[src/rtl/atomrvcore_idu_if.sv]
// atomRVCORE decode-stage bus: fetch-side handshake and decoded outputs.
// master drives the stage inputs, slave is the decode stage itself.
interface atomrvcore_idu_if #(
  parameter int DATAWIDTH = 32
);
  logic                 flush_i;
  logic                 valid_i;
  logic                 ready_o;
  logic [DATAWIDTH-1:0] instruction_i;
  logic [DATAWIDTH-1:0] pc_i;
  logic                 valid_o;
  logic                 ready_i;
  logic [DATAWIDTH-1:0] instruction_o;
  logic [DATAWIDTH-1:0] pc_o;
  logic [4:0]           rs1_o;
  logic [4:0]           rs2_o;
  logic [4:0]           rd_o;
  logic [2:0]           funct3_o;
  logic                 funct7b5_o;
  logic [DATAWIDTH-1:0] immed_o;
  logic                 BE_o;
  logic                 JALRE_o;
  logic                 UJE_o;
  logic                 U_EN_o;
  logic                 LUI_EN_o;
  logic                 load_o;
  logic                 store_o;
  logic                 regwrite_o;
  logic                 illegal_o;

  modport slave (
    input  flush_i, valid_i, instruction_i, pc_i, ready_i,
    output ready_o, valid_o, instruction_o, pc_o,
    output rs1_o, rs2_o, rd_o, funct3_o, funct7b5_o, immed_o,
    output BE_o, JALRE_o, UJE_o, U_EN_o, LUI_EN_o,
    output load_o, store_o, regwrite_o, illegal_o
  );

  modport master (
    output flush_i, valid_i, instruction_i, pc_i, ready_i,
    input  ready_o, valid_o, instruction_o, pc_o,
    input  rs1_o, rs2_o, rd_o, funct3_o, funct7b5_o, immed_o,
    input  BE_o, JALRE_o, UJE_o, U_EN_o, LUI_EN_o,
    input  load_o, store_o, regwrite_o, illegal_o
  );
endinterface

[src/rtl/atomrvcore_idu.sv]
// atomRVCORE RV32I decode stage, registered behind valid/ready.
// ATOMRV_IDU_SKID_EN adds a 1-entry skid buffer and a registered ready_o.
module atomrvcore_idu #(
  parameter int                   DATAWIDTH = 32,
  parameter logic [DATAWIDTH-1:0] NOP_INSTR = 32'h0000_0013
) (
  input logic             clk_i,
  input logic             PCrst_i,
  atomrvcore_idu_if.slave bus
);
  typedef struct packed {
    logic [DATAWIDTH-1:0] instr;
    logic [DATAWIDTH-1:0] pc;
    logic [DATAWIDTH-1:0] imm;
    logic [4:0]           rs1;
    logic [4:0]           rs2;
    logic [4:0]           rd;
    logic [2:0]           f3;
    logic                 f7b5;
    logic                 be;
    logic                 jalre;
    logic                 uje;
    logic                 u_en;
    logic                 lui_en;
    logic                 load;
    logic                 store;
    logic                 regwrite;
    logic                 illegal;
  } dec_t;

  localparam logic [6:0] OP_R      = 7'b0110011;
  localparam logic [6:0] OP_I      = 7'b0010011;
  localparam logic [6:0] OP_LOAD   = 7'b0000011;
  localparam logic [6:0] OP_STORE  = 7'b0100011;
  localparam logic [6:0] OP_BRANCH = 7'b1100011;
  localparam logic [6:0] OP_JALR   = 7'b1100111;
  localparam logic [6:0] OP_JAL    = 7'b1101111;
  localparam logic [6:0] OP_LUI    = 7'b0110111;
  localparam logic [6:0] OP_AUIPC  = 7'b0010111;

  function automatic dec_t idle();
    dec_t d;
    d       = '0;
    d.instr = NOP_INSTR;
    return d;
  endfunction

  logic [DATAWIDTH-1:0] ins;
  logic [6:0]           op;
  logic [DATAWIDTH-1:0] imm_i, imm_s, imm_b, imm_j, imm_u;
  dec_t                 dec;
  dec_t                 q;
  logic                 v;

  assign ins = bus.instruction_i;
  assign op  = ins[6:0];

  assign imm_i = {{(DATAWIDTH-12){ins[31]}}, ins[31:20]};
  assign imm_s = {{(DATAWIDTH-12){ins[31]}}, ins[31:25], ins[11:7]};
  assign imm_b = {{(DATAWIDTH-11){ins[31]}}, ins[7], ins[30:25],
                  ins[11:8]};
  assign imm_j = {{(DATAWIDTH-19){ins[31]}}, ins[19:12], ins[20],
                  ins[30:21]};
  assign imm_u = {{(DATAWIDTH-20){ins[31]}}, ins[31:12]};

  // combinational opcode decode of the incoming instruction
  always_comb begin
    dec       = '0;
    dec.instr = ins;
    dec.pc    = bus.pc_i;
    dec.rs1   = ins[19:15];
    dec.rs2   = ins[24:20];
    dec.rd    = ins[11:7];
    dec.f3    = ins[14:12];
    dec.f7b5  = ins[30];
    unique case (1'b1)
      op == OP_R: dec.regwrite = 1'b1;
      op == OP_I: begin
        dec.imm      = imm_i;
        dec.regwrite = 1'b1;
      end
      op == OP_LOAD: begin
        dec.imm      = imm_i;
        dec.load     = 1'b1;
        dec.regwrite = 1'b1;
      end
      op == OP_STORE: begin
        dec.imm   = imm_s;
        dec.store = 1'b1;
      end
      op == OP_BRANCH: begin
        dec.imm = imm_b;
        dec.be  = 1'b1;
      end
      op == OP_JALR: begin
        dec.imm      = imm_i;
        dec.jalre    = 1'b1;
        dec.regwrite = 1'b1;
      end
      op == OP_JAL: begin
        dec.imm      = imm_j;
        dec.uje      = 1'b1;
        dec.regwrite = 1'b1;
      end
      op == OP_LUI: begin
        dec.imm      = imm_u;
        dec.lui_en   = 1'b1;
        dec.regwrite = 1'b1;
      end
      op == OP_AUIPC: begin
        dec.imm      = imm_u;
        dec.u_en     = 1'b1;
        dec.regwrite = 1'b1;
      end
      default: dec.illegal = 1'b1;
    endcase
    if (dec.rd == 5'd0) dec.regwrite = 1'b0;
  end

`ifdef ATOMRV_IDU_SKID_EN
  typedef enum logic {EMPTY, FULL} state_t;
  state_t state;
  dec_t   skid;
  logic   rdy;

  // EMPTY/FULL skid FSM; ready is a flop so ready_i never reaches ready_o
  always_ff @(posedge clk_i or negedge PCrst_i) begin
    if (!PCrst_i) begin
      state <= EMPTY;
      rdy   <= 1'b1;
      skid  <= '0;
      q     <= idle();
      v     <= 1'b0;
    end else if (bus.flush_i) begin
      state <= EMPTY;
      rdy   <= 1'b1;
      q     <= idle();
      v     <= 1'b0;
    end else begin
      unique case (state)
        EMPTY: begin
          if (bus.valid_i) begin
            if (v && !bus.ready_i) begin
              skid  <= dec;
              state <= FULL;
              rdy   <= 1'b0;
            end else begin
              q <= dec;
              v <= 1'b1;
            end
          end else if (bus.ready_i) begin
            v <= 1'b0;
          end
        end
        FULL: begin
          if (bus.ready_i) begin
            q     <= skid;
            v     <= 1'b1;
            state <= EMPTY;
            rdy   <= 1'b1;
          end
        end
        default: state <= EMPTY;
      endcase
    end
  end

  assign bus.ready_o = rdy & PCrst_i;
`else
  logic ready;

  assign ready       = (!v || bus.ready_i) & PCrst_i;
  assign bus.ready_o = ready;

  // main output register: flush, then accept, then drain on ready_i
  always_ff @(posedge clk_i or negedge PCrst_i) begin
    if (!PCrst_i) begin
      q <= idle();
      v <= 1'b0;
    end else if (bus.flush_i) begin
      q <= idle();
      v <= 1'b0;
    end else if (bus.valid_i && ready) begin
      q <= dec;
      v <= 1'b1;
    end else if (bus.ready_i) begin
      v <= 1'b0;
    end
  end
`endif

  assign bus.valid_o       = v;
  assign bus.instruction_o = q.instr;
  assign bus.pc_o          = q.pc;
  assign bus.immed_o       = q.imm;
  assign bus.rs1_o         = q.rs1;
  assign bus.rs2_o         = q.rs2;
  assign bus.rd_o          = q.rd;
  assign bus.funct3_o      = q.f3;
  assign bus.funct7b5_o    = q.f7b5;
  assign bus.BE_o          = q.be;
  assign bus.JALRE_o       = q.jalre;
  assign bus.UJE_o         = q.uje;
  assign bus.U_EN_o        = q.u_en;
  assign bus.LUI_EN_o      = q.lui_en;
  assign bus.load_o        = q.load;
  assign bus.store_o       = q.store;
  assign bus.regwrite_o    = q.regwrite;
  assign bus.illegal_o     = q.illegal;
endmodule

[src/flat_wrapper.sv]
// flat-port wrapper written by rule: the top's interface ports become plain ports
module atomrvcore_idu_flat 
#(
  parameter int                   DATAWIDTH = 32,
  parameter logic [DATAWIDTH-1:0] NOP_INSTR = 32'h0000_0013
)
  (clk_i, PCrst_i, bus_flush_i, bus_valid_i, bus_instruction_i, bus_pc_i, bus_ready_i, bus_ready_o, bus_valid_o, bus_instruction_o, bus_pc_o, bus_rs1_o, bus_rs2_o, bus_rd_o, bus_funct3_o, bus_funct7b5_o, bus_immed_o, bus_BE_o, bus_JALRE_o, bus_UJE_o, bus_U_EN_o, bus_LUI_EN_o, bus_load_o, bus_store_o, bus_regwrite_o, bus_illegal_o);
  atomrvcore_idu_if #(.DATAWIDTH(DATAWIDTH)) bus_i ();
  input logic clk_i;
  input logic PCrst_i;
  input wire logic [$bits(bus_i.flush_i)-1:0] bus_flush_i;
  input wire logic [$bits(bus_i.valid_i)-1:0] bus_valid_i;
  input wire logic [$bits(bus_i.instruction_i)-1:0] bus_instruction_i;
  input wire logic [$bits(bus_i.pc_i)-1:0] bus_pc_i;
  input wire logic [$bits(bus_i.ready_i)-1:0] bus_ready_i;
  output wire logic [$bits(bus_i.ready_o)-1:0] bus_ready_o;
  output wire logic [$bits(bus_i.valid_o)-1:0] bus_valid_o;
  output wire logic [$bits(bus_i.instruction_o)-1:0] bus_instruction_o;
  output wire logic [$bits(bus_i.pc_o)-1:0] bus_pc_o;
  output wire logic [$bits(bus_i.rs1_o)-1:0] bus_rs1_o;
  output wire logic [$bits(bus_i.rs2_o)-1:0] bus_rs2_o;
  output wire logic [$bits(bus_i.rd_o)-1:0] bus_rd_o;
  output wire logic [$bits(bus_i.funct3_o)-1:0] bus_funct3_o;
  output wire logic [$bits(bus_i.funct7b5_o)-1:0] bus_funct7b5_o;
  output wire logic [$bits(bus_i.immed_o)-1:0] bus_immed_o;
  output wire logic [$bits(bus_i.BE_o)-1:0] bus_BE_o;
  output wire logic [$bits(bus_i.JALRE_o)-1:0] bus_JALRE_o;
  output wire logic [$bits(bus_i.UJE_o)-1:0] bus_UJE_o;
  output wire logic [$bits(bus_i.U_EN_o)-1:0] bus_U_EN_o;
  output wire logic [$bits(bus_i.LUI_EN_o)-1:0] bus_LUI_EN_o;
  output wire logic [$bits(bus_i.load_o)-1:0] bus_load_o;
  output wire logic [$bits(bus_i.store_o)-1:0] bus_store_o;
  output wire logic [$bits(bus_i.regwrite_o)-1:0] bus_regwrite_o;
  output wire logic [$bits(bus_i.illegal_o)-1:0] bus_illegal_o;
  assign bus_i.flush_i = bus_flush_i;
  assign bus_i.valid_i = bus_valid_i;
  assign bus_i.instruction_i = bus_instruction_i;
  assign bus_i.pc_i = bus_pc_i;
  assign bus_i.ready_i = bus_ready_i;
  assign bus_ready_o = bus_i.ready_o;
  assign bus_valid_o = bus_i.valid_o;
  assign bus_instruction_o = bus_i.instruction_o;
  assign bus_pc_o = bus_i.pc_o;
  assign bus_rs1_o = bus_i.rs1_o;
  assign bus_rs2_o = bus_i.rs2_o;
  assign bus_rd_o = bus_i.rd_o;
  assign bus_funct3_o = bus_i.funct3_o;
  assign bus_funct7b5_o = bus_i.funct7b5_o;
  assign bus_immed_o = bus_i.immed_o;
  assign bus_BE_o = bus_i.BE_o;
  assign bus_JALRE_o = bus_i.JALRE_o;
  assign bus_UJE_o = bus_i.UJE_o;
  assign bus_U_EN_o = bus_i.U_EN_o;
  assign bus_LUI_EN_o = bus_i.LUI_EN_o;
  assign bus_load_o = bus_i.load_o;
  assign bus_store_o = bus_i.store_o;
  assign bus_regwrite_o = bus_i.regwrite_o;
  assign bus_illegal_o = bus_i.illegal_o;
  atomrvcore_idu #(.DATAWIDTH(DATAWIDTH), .NOP_INSTR(NOP_INSTR)) u_core (.clk_i(clk_i), .PCrst_i(PCrst_i), .bus(bus_i));
endmodule
[config.mk]
export PLATFORM = sky130hd
export DESIGN_NAME = atomrvcore_idu_flat
export DESIGN_NICKNAME = d
export VERILOG_FILES = /design/src/rtl/atomrvcore_idu_if.sv /design/src/rtl/atomrvcore_idu.sv /design/src/flat_wrapper.sv
export SDC_FILE = /design/constraint.sdc
export NUM_CORES = 1
export LEC_CHECK = 0
export CELL_PAD_IN_SITES_DETAIL_PLACEMENT = 1
export CELL_PAD_IN_SITES_GLOBAL_PLACEMENT = 1
export CORE_ASPECT_RATIO = 1.1
export CORE_MARGIN = 4
export CORE_UTILIZATION = 33
export CTS_CLUSTER_DIAMETER = 40
export DETAILED_ROUTE_END_ITERATION = 10
export PLACE_DENSITY_LB_ADDON = 0.2
export SLEW_MARGIN = 20
export SYNTH_ARGS = -nofsm -noshare
export SYNTH_HDL_FRONTEND = slang
export SYNTH_SLANG_ARGS = --single-unit
[constraint.sdc]
create_clock -name clk_i -period 2.31 [get_ports clk_i]
set_input_delay 0.693 -clock clk_i [delete_from_list [all_inputs] [get_ports clk_i]]
set_output_delay 0.693 -clock clk_i [all_outputs]
set_load 0.05 [all_outputs]
==> metrics.csv <==
metric,value,unit
clock_path_buffers,2,
pre_cts_slack,-0.4385,ns
place_congestion,0.8673,
clock-root-buffer,sky130_fd_sc_hd__clkbuf_16,
final-hold-violation-count,0,
num_antenna_cells,0,
drt_wl_total,16180,um
layout_setup_ws,0.04541,ns
worst-setup-path-type,register to output port,
design_power_total,4.275,mW
synth_flop_cell,sky130_fd_sc_hd__dfrtp_1,
grt_overflow_total,0,
cts_buffers,9,
synth-async-reset-ratio,100.0,%
number_of_filler_cells_placed_in_the_layout,1506,
detailroute.wirelength.met3,930,um
die-width,118.5,um
insertion_delay,0.34,ns
vert_die_dim,129.5,um
placement_rows,44,
clock_tree_from_tritoncts,yes,
avgSynthCellArea,9.367,sq um
cts_max_level,3,
synth-seq-cells,94,
post-route-min-period,2.265,ns
p_leak,3.013,nW
route.layer.met1.wl,6452,um
worst_ep_arrival_time,1.57,ns
final-max-slew-violation-count,0,
tightest_slew,0.8001,ns
worst-path-max-fanout,2,
edff_count_synth,0,
dr.first_iter.drc_count,227,
vias,4299,
synth_top_area_cell,sky130_fd_sc_hd__dfrtp_1,
setup_violations,0,
synth.top_cells.by_count,"sky130_fd_sc_hd__nand2_1, sky130_fd_sc_hd__dfrtp_1, sky130_fd_sc_hd__a21oi_1, sky130_fd_sc_hd__buf_4, sky130_fd_sc_hd__clkbuf_1",
met2_wirelength,8623,um
worst_voltage_drop_across_the_vdd_grid,406.3,uV
synth_largest_type_area_fraction,51.40,%
critical_path_buf_inv_count,1,
worstHoldPathType,input pin to async pin,
drt-pass1-iter-count,7,
detail_route.vias_per_cell,5.155,
cts_sinks,94,
synth_sequential_area_ratio,53.18,%
synth.most_common_cell,sky130_fd_sc_hd__nand2_1,
number_of_global_route_vias_before_repair,4587,
antenna_found_initial,0,
number_of_top_level_pins,195,
core_area,13160,sq um
start_util,33.67,%
synthCells,473,
placed_area,6586,sq um
detailed_place_hpwl,11950,um
maxUsedRoutingLayer,met4,
clk_pin_slew,0.07,ns
routedWlPerCell,19.40,um
grt_util_all_layers,20.82,%
postLayoutCellArea,6953,sq um
setup.worst_path.end_class,output port,
cell_family_contributing_the_most_delay_on_the_critical_path,buffers and inverters,
cp_slowest_cell,sky130_fd_sc_hd__clkdlybuf4s50_1,
area_growth,56.93,%
final_antenna_net_count,0,
crit_path_start_kind,register,
synth.top_cells.by_area,"sky130_fd_sc_hd__dfrtp_1, sky130_fd_sc_hd__nand2_1, sky130_fd_sc_hd__a21oi_1",
finalClockSkew,0.005251,ns
synth.lib_cells_used.distinct,46,
slowest_delay,0.83,ns
hold-worst-slack,0.1994,ns
final_util,52.84,%
worst-endpoint-required,1.62,ns
run_status,"finished, final reports clean",
grt_first_pass_wirelength,25320,um
drv_cap,0,
post-route-drc-count,0,
final_layout_size_suffix_gt1_share,18.28,%
grt_start_max_net_pins,89,
fmax,0.4416,GHz
synth.net_count,542,
holdBufCountCts,0,
io_buffers,194,
power.density,614.8,nW/um^2
crit_chain,clkdlybuf4s50_1,
layout_worst_path_cycle_share,98.03,%
nNetsFinal,737,
max_slew_margin,46.60,%
synth-warning-count,0,
syn-cell-area,4430,sq um
die_area,15350,sq um
## area by class of cell
type	count	area, sq um	share of cell area [%]
sequential	94	2356	33.89
timing repair buffer	249	2350	33.80
multi-input combinational	312	1704	24.51
clock buffer	11	252.7	3.635
tap	161	201.4	2.897
clock inverter	5	81.33	1.170
inverter	2	7.507	0.1080
## where the power goes
group / leakage (nW) / switching (mW) / internal, mW
clock: 0.162 / 0.655 / 1.01
combinational: 1.57 / 0.542 / 0.333
sequential: 1.28 / 0.0347 / 1.70
total: 3.01 / 1.23 / 3.04
## what timing repair did
item / in CTS / in global routing
pin swaps: 1 / 1
resized for setup: 1 / 4
setup endpoints to repair: 15 / 21
buffers inserted: 2 / 0
endpoints found under the hold margin: 0 / 0
## flip-flops by register name, indices dropped and copies added (netlist names), 2 cells and up
name                      count
u_core.bus.instruction_o     18
u_core.bus.rs1_o              4
u_core.bus.rd_o               4
u_core.bus.immed_o           20
u_core.bus.funct3_o           2
u_core.bus.pc_o              32
u_core.bus.rs2_o              4
## logic make-up after synthesis
logic type	after synthesis	synth area share (%)
AO/OA/AOI/OAI	127	18.84
XOR/XNOR	1	0.1977
buffers and inverters	67	8.896
flip-flops	94	53.18
AND/OR/NAND/NOR	184	18.89
## per-layer routing
metal  global-route usage, %  vias up
met4                   5.521        0
li1                        -     1998
met3                   4.889       12
met5                       0        -
met2                   37.87      130
met1                   24.97     2159
## placed cells by master (no fill, tap or decap), types with 4 or more instances in the layout
cell type	synthesis	layout
sky130_fd_sc_hd__buf_12	0	6
sky130_fd_sc_hd__a22o_1	14	14
sky130_fd_sc_hd__nand3b_1	4	4
sky130_fd_sc_hd__a221o_1	8	8
sky130_fd_sc_hd__clkbuf_16	0	9
sky130_fd_sc_hd__clkdlybuf4s50_1	0	157
sky130_fd_sc_hd__a222oi_1	10	10
sky130_fd_sc_hd__a21oi_1	71	71
sky130_fd_sc_hd__a22oi_1	4	4
sky130_fd_sc_hd__dfrtp_1	91	91
sky130_fd_sc_hd__nor2_1	8	8
sky130_fd_sc_hd__nand2_1	144	144
sky130_fd_sc_hd__buf_4	35	82
sky130_fd_sc_hd__o21ai_1	8	8
## final timing paths
path                                                               from                                      end  slack, ns  cells past startpoint
worst max-delay path                     u_core.bus.valid_o$_DFFE_PN0P_                              bus_valid_o       0.05                      1
worst min-delay path                                            PCrst_i          u_core.bus.pc_o[17]$_DFFE_PN0P_       0.20                      1
worst max register to register           u_core.bus.valid_o$_DFFE_PN0P_        u_core.bus.immed_o[7]$_DFFE_PN0P_       0.62                      5
worst min register to register  u_core.bus.instruction_o[0]$_DFFE_PN1P_  u_core.bus.instruction_o[0]$_DFFE_PN1P_       0.50                      2
max in group asynchronous                                       PCrst_i  u_core.bus.instruction_o[4]$_DFFE_PN1P_       1.38                      2
min in group clk_i              u_core.bus.instruction_o[0]$_DFFE_PN1P_  u_core.bus.instruction_o[0]$_DFFE_PN1P_       0.50                      2
## per-stage QoR
| step | setup TNS, ns | std cells |
|---|---|---|
| global route | -0.007269 | 834 |
| floorplan | 0 | 473 |
| detailed placement | -7.811 | 816 |
| global placement | -6.071 | 816 |
| finish | 0 | 834 |
| CTS | 0 | 834 |
No activity file was read; power rests on OpenSTA's default activity.
